[config.mk]
export PLATFORM = sky130hd
export DESIGN_NAME = fcn_seq_mac
export DESIGN_NICKNAME = d
export VERILOG_FILES = /design/src/rtl/fcn_pkg.sv /design/src/rtl/fcn_mac_lane.sv /design/src/rtl/fcn_seq_mac.sv
export SDC_FILE = /design/constraint.sdc
export NUM_CORES = 2
export LEC_CHECK = 0
export CORE_ASPECT_RATIO = 1.25
export CORE_UTILIZATION = 53
export CTS_BUF_LIST = sky130_fd_sc_hd__clkbuf_8
export DETAILED_ROUTE_END_ITERATION = 16
export GPL_TIMING_DRIVEN = 0
export PLACE_DENSITY = 0.72
export SETUP_SLACK_MARGIN = 0.2
export SLEW_MARGIN = 0
export SYNTH_ARGS = -nofsm -noshare
export SYNTH_HDL_FRONTEND = slang
export SYNTH_SLANG_ARGS = --single-unit
[constraint.sdc]
create_clock -name clk -period 19.8 [get_ports clk]
set_clock_uncertainty 0.2 [all_clocks]
set_input_delay 3.96 -clock clk [delete_from_list [all_inputs] [get_ports clk]]
set_output_delay 3.96 -clock clk [all_outputs]
set_load 0.1 [all_outputs]
[src/rtl/fcn_pkg.sv]
// Shared definitions for the sequential fully-connected MAC layer:
// FSM state encoding and a width helper.
package fcn_pkg;

  typedef enum logic [2:0] {
    ST_IDLE,
    ST_LOAD,
    ST_COMPUTE,
    ST_DRAIN,
    ST_OUTPUT
  } state_e;

  // Ceiling log2, clamped to 1 so that counters and addresses never get zero width.
  function automatic int clog2(input int value);
    int r;
    int v;
    r = 0;
    v = value - 1;
    while (v > 0) begin
      r++;
      v = v >> 1;
    end
    return (r < 1) ? 1 : r;
  endfunction

endpackage

[src/rtl/fcn_mac_lane.sv]
// One MAC lane: accumulator with bias preload, signed multiply-accumulate
// (wrapping two's complement) and an optional ReLU on the output.
module fcn_mac_lane #(
  parameter int DATA_WIDTH = 16,
  parameter int ACC_WIDTH  = 32
) (
  input  logic                         clk,
  input  logic                         rst_n,
  input  logic                         load_i,
  input  logic signed [ACC_WIDTH-1:0]  bias_i,
  input  logic                         mac_en_i,
  input  logic signed [DATA_WIDTH-1:0] x_i,
  input  logic signed [DATA_WIDTH-1:0] w_i,
  input  logic                         relu_i,
  output logic        [ACC_WIDTH-1:0]  y_o
);

  localparam int PW = 2 * DATA_WIDTH;

  logic signed [PW-1:0]        prod;
  logic signed [ACC_WIDTH-1:0] prod_ext;
  logic signed [ACC_WIDTH-1:0] acc_q;
  logic signed [ACC_WIDTH-1:0] acc_d;

  assign prod = x_i * w_i;

  generate
    if (PW >= ACC_WIDTH) begin : g_trunc
      assign prod_ext = prod[ACC_WIDTH-1:0];
    end else begin : g_sext
      assign prod_ext = {{(ACC_WIDTH-PW){prod[PW-1]}}, prod};
    end
  endgenerate

  always_comb begin
    acc_d = acc_q;
    if (load_i) begin
      acc_d = bias_i;
    end else if (mac_en_i) begin
      acc_d = acc_q + prod_ext;
    end
  end

  always_ff @(posedge clk) begin
    if (!rst_n) begin
      acc_q <= '0;
    end else begin
      acc_q <= acc_d;
    end
  end

  assign y_o = (relu_i && acc_q[ACC_WIDTH-1]) ? '0 : acc_q;

endmodule

[src/rtl/fcn_seq_mac.sv]
// Sequential fully-connected layer: buffers an N-element input vector, then
// computes M outputs LANES at a time against an external weight memory.
module fcn_seq_mac
  import fcn_pkg::*;
#(
  parameter int M          = 8,
  parameter int N          = 8,
  parameter int DATA_WIDTH = 16,
  parameter int ACC_WIDTH  = 32,
  parameter int LANES      = 2
) (
  input  logic                                   clk,
  input  logic                                   rst_n,
  input  logic                                   start,
  input  logic                                   relu_en,
  input  logic                                   in_valid,
  output logic                                   in_ready,
  input  logic [DATA_WIDTH-1:0]                  in_data,
  input  logic [ACC_WIDTH*M-1:0]                 bias_flat,
  output logic [clog2((M/LANES)*N)-1:0]          w_addr,
  input  logic [DATA_WIDTH*LANES-1:0]            w_data,
  output logic                                   out_valid,
  input  logic                                   out_ready,
  output logic [ACC_WIDTH*LANES-1:0]             out_data,
  output logic                                   out_last,
  output logic                                   busy,
  output logic                                   done
);

  localparam int G  = M / LANES;
  localparam int AW = clog2(G * N);
  localparam int CW = clog2(N);
  localparam int GW = clog2(G);

  state_e                       state_q, state_d;
  logic [CW-1:0]                cnt_q, cnt_d;
  logic [GW-1:0]                g_q, g_d;
  logic                         relu_q, relu_d;
  logic                         done_q, done_d;
  logic                         bias_ld;
  logic [AW-1:0]                w_addr_q;
  logic [AW-1:0]                cur_addr;
  logic                         mac_en_q;
  logic signed [DATA_WIDTH-1:0] x_q;
  logic signed [DATA_WIDTH-1:0] elem_q [N];

  logic cnt_last;
  logic g_last;

  assign cnt_last = (cnt_q == CW'(N - 1));
  assign g_last   = (g_q == GW'(G - 1));
  assign cur_addr = AW'(int'(g_q) * N + int'(cnt_q));

  // NOTE: every always_comb output gets a default first, so no path can infer a latch.
  always_comb begin
    state_d = state_q;
    cnt_d   = cnt_q;
    g_d     = g_q;
    relu_d  = relu_q;
    done_d  = 1'b0;
    bias_ld = 1'b0;
    unique case (state_q)
      ST_IDLE: begin
        if (start) begin
          state_d = ST_LOAD;
          cnt_d   = '0;
          g_d     = '0;
          relu_d  = relu_en;
        end
      end
      ST_LOAD: begin
        if (in_valid) begin
          if (cnt_last) begin
            state_d = ST_COMPUTE;
            cnt_d   = '0;
            bias_ld = 1'b1;
          end else begin
            cnt_d = cnt_q + 1'b1;
          end
        end
      end
      ST_COMPUTE: begin
        if (cnt_last) begin
          state_d = ST_DRAIN;
          cnt_d   = '0;
        end else begin
          cnt_d = cnt_q + 1'b1;
        end
      end
      ST_DRAIN: begin
        state_d = ST_OUTPUT;
      end
      ST_OUTPUT: begin
        if (out_ready) begin
          if (g_last) begin
            state_d = ST_IDLE;
            done_d  = 1'b1;
          end else begin
            state_d = ST_COMPUTE;
            g_d     = g_q + 1'b1;
            bias_ld = 1'b1;
          end
        end
      end
      default: state_d = ST_IDLE;
    endcase
  end

  // NOTE: sequential state uses non-blocking assignments so all registers update together.
  always_ff @(posedge clk) begin
    if (!rst_n) begin
      state_q  <= ST_IDLE;
      cnt_q    <= '0;
      g_q      <= '0;
      relu_q   <= 1'b0;
      done_q   <= 1'b0;
      w_addr_q <= '0;
      mac_en_q <= 1'b0;
      x_q      <= '0;
    end else begin
      state_q  <= state_d;
      cnt_q    <= cnt_d;
      g_q      <= g_d;
      relu_q   <= relu_d;
      done_q   <= done_d;
      // Weight data returns one cycle after the address, so the operand and
      // MAC enable are delayed to line up with it.
      mac_en_q <= (state_q == ST_COMPUTE);
      x_q      <= elem_q[cnt_q];
      if (state_q == ST_COMPUTE) begin
        w_addr_q <= cur_addr;
      end
    end
  end

  // NOTE: the input buffer is a plain memory with no reset; it is always fully
  // rewritten in LOAD before being read.
  always_ff @(posedge clk) begin
    if (state_q == ST_LOAD && in_valid) begin
      elem_q[cnt_q] <= $signed(in_data);
    end
  end

  generate
    for (genvar l = 0; l < LANES; l++) begin : g_lane
      logic signed [ACC_WIDTH-1:0] lane_bias;
      logic        [ACC_WIDTH-1:0] lane_y;

      assign lane_bias = bias_flat[(int'(g_d) * LANES + l) * ACC_WIDTH +: ACC_WIDTH];

      fcn_mac_lane #(
        .DATA_WIDTH (DATA_WIDTH),
        .ACC_WIDTH  (ACC_WIDTH)
      ) u_lane (
        .clk      (clk),
        .rst_n    (rst_n),
        .load_i   (bias_ld),
        .bias_i   (lane_bias),
        .mac_en_i (mac_en_q),
        .x_i      (x_q),
        .w_i      ($signed(w_data[l*DATA_WIDTH +: DATA_WIDTH])),
        .relu_i   (relu_q),
        .y_o      (lane_y)
      );

      assign out_data[l*ACC_WIDTH +: ACC_WIDTH] = lane_y;
    end
  endgenerate

  assign w_addr    = (state_q == ST_COMPUTE) ? cur_addr : w_addr_q;
  assign in_ready  = (state_q == ST_LOAD);
  assign out_valid = (state_q == ST_OUTPUT);
  assign out_last  = (state_q == ST_OUTPUT) && g_last;
  assign busy      = (state_q != ST_IDLE);
  assign done      = done_q;

endmodule
# Word level (Yosys, flattened, before mapping)
# Memories as Yosys holds them, arrays and structs flattened. A register that Yosys moved wholly into a read port is not among the register bits.
# Cells that the tools add are included.
# Widths: inputs -> output; s select.
[totals]
regBits = 80
latch_bits = 0
ramBits = 128
mem_bits_ro = 0
inputBits = 310
output_inout_bits = 74
wordCells = 74
mem_count = 1
[mem_list]
columns = ["memory", "depth", "word_bits", "rd", "rd_clocked_by_memory_dff", "write_ports", "line_no", "rtl"]
rows = [
  ["elem_q", 8, 16, 1, 1, 1, "fcn_seq_mac.sv:45", "logic signed [DATA_WIDTH-1:0] elem_q [N];"],
]
[op_classes]
addsub = 6
n_mul = 2
div = 0
n_lt_le_gt_ge = 0
n_eq_ne = 11
shifts = 2
muxes = 30
bitwise_logic = 0
n_reduce_logical = 13
[op_table]
columns = ["operator", "count"]
rows = [
  ["$shiftx 256x10->32", 1],
  ["$shiftx 256x9->32", 1],
  ["$mux 32", 6],
  ["$add 32x32->32", 2],
  ["$mul 16x16->32", 2],
  ["$mux 3", 8],
  ["$pmux 3 s5", 1],
  ["$pmux 3 s3", 1],
  ["$mux 2", 4],
  ["$mux 1", 7],
  ["$eq 3x2->1 const B", 2],
  ["$eq 3x3->1 const B", 2],
  ["$ne 2x2->1 const B", 3],
  ["$reduce_and 3->1", 2],
  ["$reduce_bool 3->1", 2],
  ["$add 5x3->5", 1],
  ["$mux 5", 1],
  ["$reduce_and 5->1", 1],
  ["$add 3x1->4 const B", 1],
  ["$logic_and 1x1->1", 4],
  ["$ne 2x1->1 const B", 2],
  ["$pmux 2 s2", 1],
  ["$add 3x1->3 const B", 1],
  ["$eq 3x1->1 const B", 1],
  ["other kinds (7)", 7],
]

# Depth between registers and ports, before layout
[logic_depth]
depth_word = 7
mapped_depth = 24
ltp_nobuf = 23

# By module
# From an unflattened synthesis, not the netlist that was laid out.
[unflattened]
cells_unflattened = 3787
area_unflattened_um2 = 35268.8
[by_module_without_submodules]
columns = ["module", "n_inst", "cells_per_inst", "area_each_um2", "seq_area_each_um2"]
rows = [
  ["fcn_mac_lane (g_lane[1].u_lane)", 1, 1423, 12622.1, 640.6],
  ["fcn_mac_lane (g_lane[0].u_lane)", 1, 1391, 12529.5, 640.6],
  ["fcn_seq_mac", 1, 973, 10117.2, 4484.3],
]

# Worst setup path before layout
# OpenSTA, ideal clock, no wires.
[synth_timing]
path_type = "input to register"
startpoint = "in w_data[17]"
endpoint = "reg g_lane[1].u_lane.acc_q[31]"
setup_time_ns = 0.087
arrival_ns = 9.546
required_time_ns = 19.513
slack_ns = 9.967
stages = 21
n_path_buf = 1
path_cell_list = "clkbuf_1 -> nand2_1 -> inv_1 -> fa_1 -> inv_1 -> fa_1 -> inv_1 -> fa_1 -> fa_1 -> fa_1 -> inv_1 -> fa_1 -> inv_1 -> ha_1 -> nand4_1 -> or3_1 -> o211ai_1 -> a21o_1 -> nor3_1 -> a41o_1 -> o31ai_1"
[synth_via]
elab_chain_len = 4
[synth_rtl]
columns = ["item", "line_no", "rtl"]
rows = [
  ["from (decl)", "fcn_seq_mac.sv:21", "input logic [DATA_WIDTH*LANES-1:0] w_data,"],
  ["$mul 16x16->32", "fcn_mac_lane.sv:25", "assign prod = x_i * w_i;"],
  ["$add 32x32->32", "fcn_mac_lane.sv:40", "acc_d = acc_q + prod_ext;"],
  ["$mux 32", "fcn_mac_lane.sv:39", "end else if (mac_en_i) begin"],
  ["$mux 32", "fcn_mac_lane.sv:37", "if (load_i) begin"],
  ["to (signal assigned)", "fcn_mac_lane.sv:46", "acc_q <= '0;"],
  ["to (signal assigned)", "fcn_mac_lane.sv:48", "acc_q <= acc_d;"],
  ["to (decl)", "fcn_mac_lane.sv:22", "logic signed [ACC_WIDTH-1:0] acc_q;"],
]
# Every way passes these cells. The select of a mux whose other input is x is not followed.
# A chain may end at the register's enable or synchronous reset.

# Final worst setup path
[layout_timing]
startpoint = "in w_data[24]"
endpoint = "reg g_lane[1].u_lane.acc_q[30]"
# The elaborated chain is that of the path after synthesis.

==> results by stage <==
Floorplanning:
- For this configuration, the core starts out at a cell density of 53.6%.
- The vertical die dimension is 279 um.
- After floorplanning, the core was divided into 101 placement rows.
- The width of the die is 223 um.
- The area of the die is 62,300 um2.
- The core area is 60,700 um2.
- The I/O pin total is 384.

Critical path:
- The type of the setup path with the least slack is input pin to flip-flop.
- STA classifies the critical path endpoint as a flip-flop.
- The required time of the worst setup path is 20.03 ns.
- The maximum fanout count along the critical path is 10.
- The startpoint type of the worst setup path is an input pin.
- Data on the critical path arrives at its endpoint at 11.12 ns.

STA:
- Setup repair after global routing left no endpoint under its margin.
- Of the available clock period, the critical path in the final layout requires 55.0%.
- The relative slew slack is -1.11%.
- The setup total negative slack is 0 ns.
- The worst hold slack across all endpoints is 0.365 ns.
- Subtracting the final worst setup slack from the clock period gives 10.88 ns.
- Setup violations remaining at the end of the flow were counted as 0.
- The count of final hold-check violations is 0.
- The final-report max-slew violation count came to 11.
- The upper clock frequency limit is 91.9 MHz.
- The slew of the pin with the lowest slew margin is 1.52 ns.

Synth:
- In this run, distinct cell masters in the synthesized netlist total 75.
- Summing every instance area after synthesis gives 32,500 um2.
- By area the synthesized netlist is led by sky130_fd_sc_hd__fa_1 36%, sky130_fd_sc_hd__edfxtp_1 12%, sky130_fd_sc_hd__inv_1 7.8%, sky130_fd_sc_hd__ha_1 7.6%, sky130_fd_sc_hd__mux4_2 6.5%.
- The yosys synthesis warning count is 0.
- Synthesis produced a netlist whose cell count is 3,195.
- The synthesized netlist net count is 4,287.
- The synthesized design devotes to its leading area cell type 36.0% of total area.
- The average instance in the mapped netlist occupies 10.2 um2.
- Synthesis inferred 224 register bits.
- Of the synthesized area, sequential elements account for 17.7%.
- The synthesized design spends more area on one cell type than any other, namely sky130_fd_sc_hd__fa_1.
- Counting flops with a built-in enable in the synthesized netlist gives 128.
- The most common flop cell mapped by yosys is sky130_fd_sc_hd__edfxtp_1.
- The post-synthesis async set-or-reset flop share is 0%.

GRT:
- The first global-routing pass estimated 161,000 um of wire.
- The number of antenna violations at the first check in global routing is 2.
- The via count of the first global-routing pass is 27,300.
- The maximum number of pins on one net before global-route repair is 16.
- The residual overflow from global routing is 0.
- The global routing usage summed across all routing layers is 35.2%.

Outcome:
- The flow ran to the end, but the final reports show violations.
- The final reports fail on max-capacitance violations, max-slew violations.

CTS:
- Hold repair after CTS inserted 0 buffers.
- The CTS H-tree depth is 2.
- In this run the post-CTS setup repair buffer count came out at 0.
- The number of clock sinks is 224.
- The clock insertion delay at the later pin of the skew report is 0.65 ns.
- The number of gates given a new drive strength after cts is 0.
- The CTS tree is built.
- The number of CTS-inserted buffers is 39.
- The clock transition at the registers of the reported paths is 0.07 ns.
- The maximum root-to-sink buffer count is 3.
- The clock root buffer master is sky130_fd_sc_hd__clkbuf_8.

Finish:
- In the layout the commonest cells are 682 x sky130_fd_sc_hd__inv_1, 584 x sky130_fd_sc_hd__fa_1, 383 x sky130_fd_sc_hd__clkdlybuf4s50_1, 315 x sky130_fd_sc_hd__and2_1, 309 x sky130_fd_sc_hd__nand2_1.
- From synthesis to final layout, the design area changed by 18.1%.
- The most common library cell in the layout ignoring fill and taps is sky130_fd_sc_hd__inv_1.
- The final-stage net count is 4,720.
- Counting the fill cells in the layout gives 5,017.
- Cells with a size suffix above 1 make up 5.80% of the layout.

Drt:
- The number of vias per cell after detailed routing is 5.60.
- The post-detailed-route count of antenna-violating nets is 0.
- The routed layout has 24,800 vias.
- Before antenna repair, the detailed router went through 5 iterations.
- Wires add up to 105,000 um.
- The count of unresolved DRC violations after routing is 0.
- The first routing iteration left 1,454 violations.
- Dividing the detail-routed wire length by the instance count gives 23.6 um.

Placement:
- Input and output buffers added on the ports amount to 383.
- The post-DP HPWL is 86,000 um.
- The final estimated routing congestion in global placement is 1.04.

Min path:
- The min-delay analysis places its worst path in the category flip-flop to flip-flop.

Job:
- The tool flagged a number of max-cap violations equal to 1.
routing by layer:
layer  global-route usage (%)  vias to the layer above  share of wire, %
met5                        0                        -             0.012
met4                     21.0                        2               6.9
met3                     7.96                      316               9.0
met2                     59.1                     1202                48
met1                     41.4                    12400                36
li1                         -                    10900                 -
critical path, stage by stage:
cell and delay (ns):
sky130_fd_sc_hd__clkdlybuf4s50_1 0.79, sky130_fd_sc_hd__clkbuf_1 0.49, sky130_fd_sc_hd__nand2_1 0.15, sky130_fd_sc_hd__fa_1 0.54
sky130_fd_sc_hd__inv_1 0.06, sky130_fd_sc_hd__fa_1 0.50, sky130_fd_sc_hd__inv_1 0.05, sky130_fd_sc_hd__fa_1 0.53
sky130_fd_sc_hd__inv_1 0.05, sky130_fd_sc_hd__fa_1 0.48, sky130_fd_sc_hd__fa_1 0.52, sky130_fd_sc_hd__inv_1 0.06
sky130_fd_sc_hd__fa_1 0.48, sky130_fd_sc_hd__inv_1 0.04, sky130_fd_sc_hd__ha_1 0.24, sky130_fd_sc_hd__a21o_1 0.20
sky130_fd_sc_hd__a21o_1 0.17, sky130_fd_sc_hd__a21o_1 0.23, sky130_fd_sc_hd__a211oi_2 0.53, sky130_fd_sc_hd__nor2_1 0.21
sky130_fd_sc_hd__a21o_1 0.24, sky130_fd_sc_hd__o41a_1 0.35, sky130_fd_sc_hd__mux2i_1 0.16, sky130_fd_sc_hd__a21oi_1 0.08
sequential cells by signal, indices dropped and copies added (netlist names):
name,flops
cnt_q,3
done,1
elem_q,128
g_lane.u_lane.acc_q,64
g_q,2
mac_en_q,1
relu_q,1
state_q,3
w_addr_q,5
x_q,16
path summary, 6_finish.rpt:
check / endpoint / slack [ns] / start / cells after the start
worst max-delay path: g_lane[1].u_lane.acc_q[30] / 8.92 / w_data[24] / 24
worst min-delay path: g_lane[0].u_lane.acc_q[17] / 0.36 / g_lane[0].u_lane.acc_q[17] / 2
worst max register to register: g_lane[0].u_lane.acc_q[31] / 12.17 / x_q[15] / 23
worst min register to register: g_lane[0].u_lane.acc_q[17] / 0.36 / g_lane[0].u_lane.acc_q[17] / 2
kinds of logic (layout without fill, tap and decap cells):
kind of cell / after synthesis / in the layout / share of synthesized area, %
other: 0 / 3 / 0
buffers and inverters: 830 / 1293 / 9.68
adders and majority gates: 782 / 782 / 43.6
DFF: 224 / 224 / 17.7
and+or+nand+nor: 835 / 835 / 12.7
xor gates and xnor gates: 72 / 72 / 1.94
AOI/OAI and AO/OA: 301 / 301 / 6.00
muxes: 151 / 151 / 8.30
cell usage after synthesis, types with 7 or more instances:
cell type	count
sky130_fd_sc_hd__clkbuf_1	128
sky130_fd_sc_hd__nor3_1	15
sky130_fd_sc_hd__a21oi_1	105
sky130_fd_sc_hd__buf_2	14
sky130_fd_sc_hd__edfxtp_1	128
sky130_fd_sc_hd__xor2_1	19
sky130_fd_sc_hd__o21a_1	12
sky130_fd_sc_hd__ha_1	198
sky130_fd_sc_hd__o211ai_1	10
sky130_fd_sc_hd__o21ai_0	34
sky130_fd_sc_hd__nand2b_1	15
sky130_fd_sc_hd__xnor2_1	53
sky130_fd_sc_hd__o21ai_1	24
sky130_fd_sc_hd__a31oi_1	7
sky130_fd_sc_hd__or3_1	7
sky130_fd_sc_hd__a211oi_1	37
sky130_fd_sc_hd__buf_1	7
sky130_fd_sc_hd__fa_1	584
sky130_fd_sc_hd__and2_1	315
sky130_fd_sc_hd__inv_1	676
sky130_fd_sc_hd__a21o_1	24
sky130_fd_sc_hd__nor2_1	120
sky130_fd_sc_hd__nor2b_1	9
sky130_fd_sc_hd__mux2i_1	51
sky130_fd_sc_hd__mux4_2	94
sky130_fd_sc_hd__nand2_1	309
sky130_fd_sc_hd__and3_1	10
sky130_fd_sc_hd__nand3_1	18
sky130_fd_sc_hd__dfxtp_1	96
metrics by stage:
stage / cells / worst slack [ns] / utilization [%] / cell area (um2)
2_1_floorplan: 3195 / 9.97 / - / 32500
3_3_place_gp: 4350 / 8.50 / 61.5 / 37300
3_5_place_dp: 4359 / 8.46 / 61.7 / 37400
4_1_cts: 4430 / 9.10 / 63.2 / 38300
5_1_grt: 4430 / 8.63 / 63.2 / 38300
6_report: 4433 / 8.92 / 63.2 / 38400
final cells by class:
type / count / area (um2) / area share [%]
multi-input cells: 2141 / 23600 / 61.6
inverters: 678 / 2540 / 6.64
flip-flops and latches: 224 / 5770 / 15.0
plain buffers: 152 / 599 / 1.56
repair buffers: 392 / 3970 / 10.3
clock buffers: 42 / 578 / 1.51
well taps: 772 / 966 / 2.52
diodes: 3 / 7.51 / 0.0196
clock inverters: 29 / 319 / 0.832
Power is not shown: default switching activity piles up to over one toggle a cycle in this logic, so the estimate is an artifact.
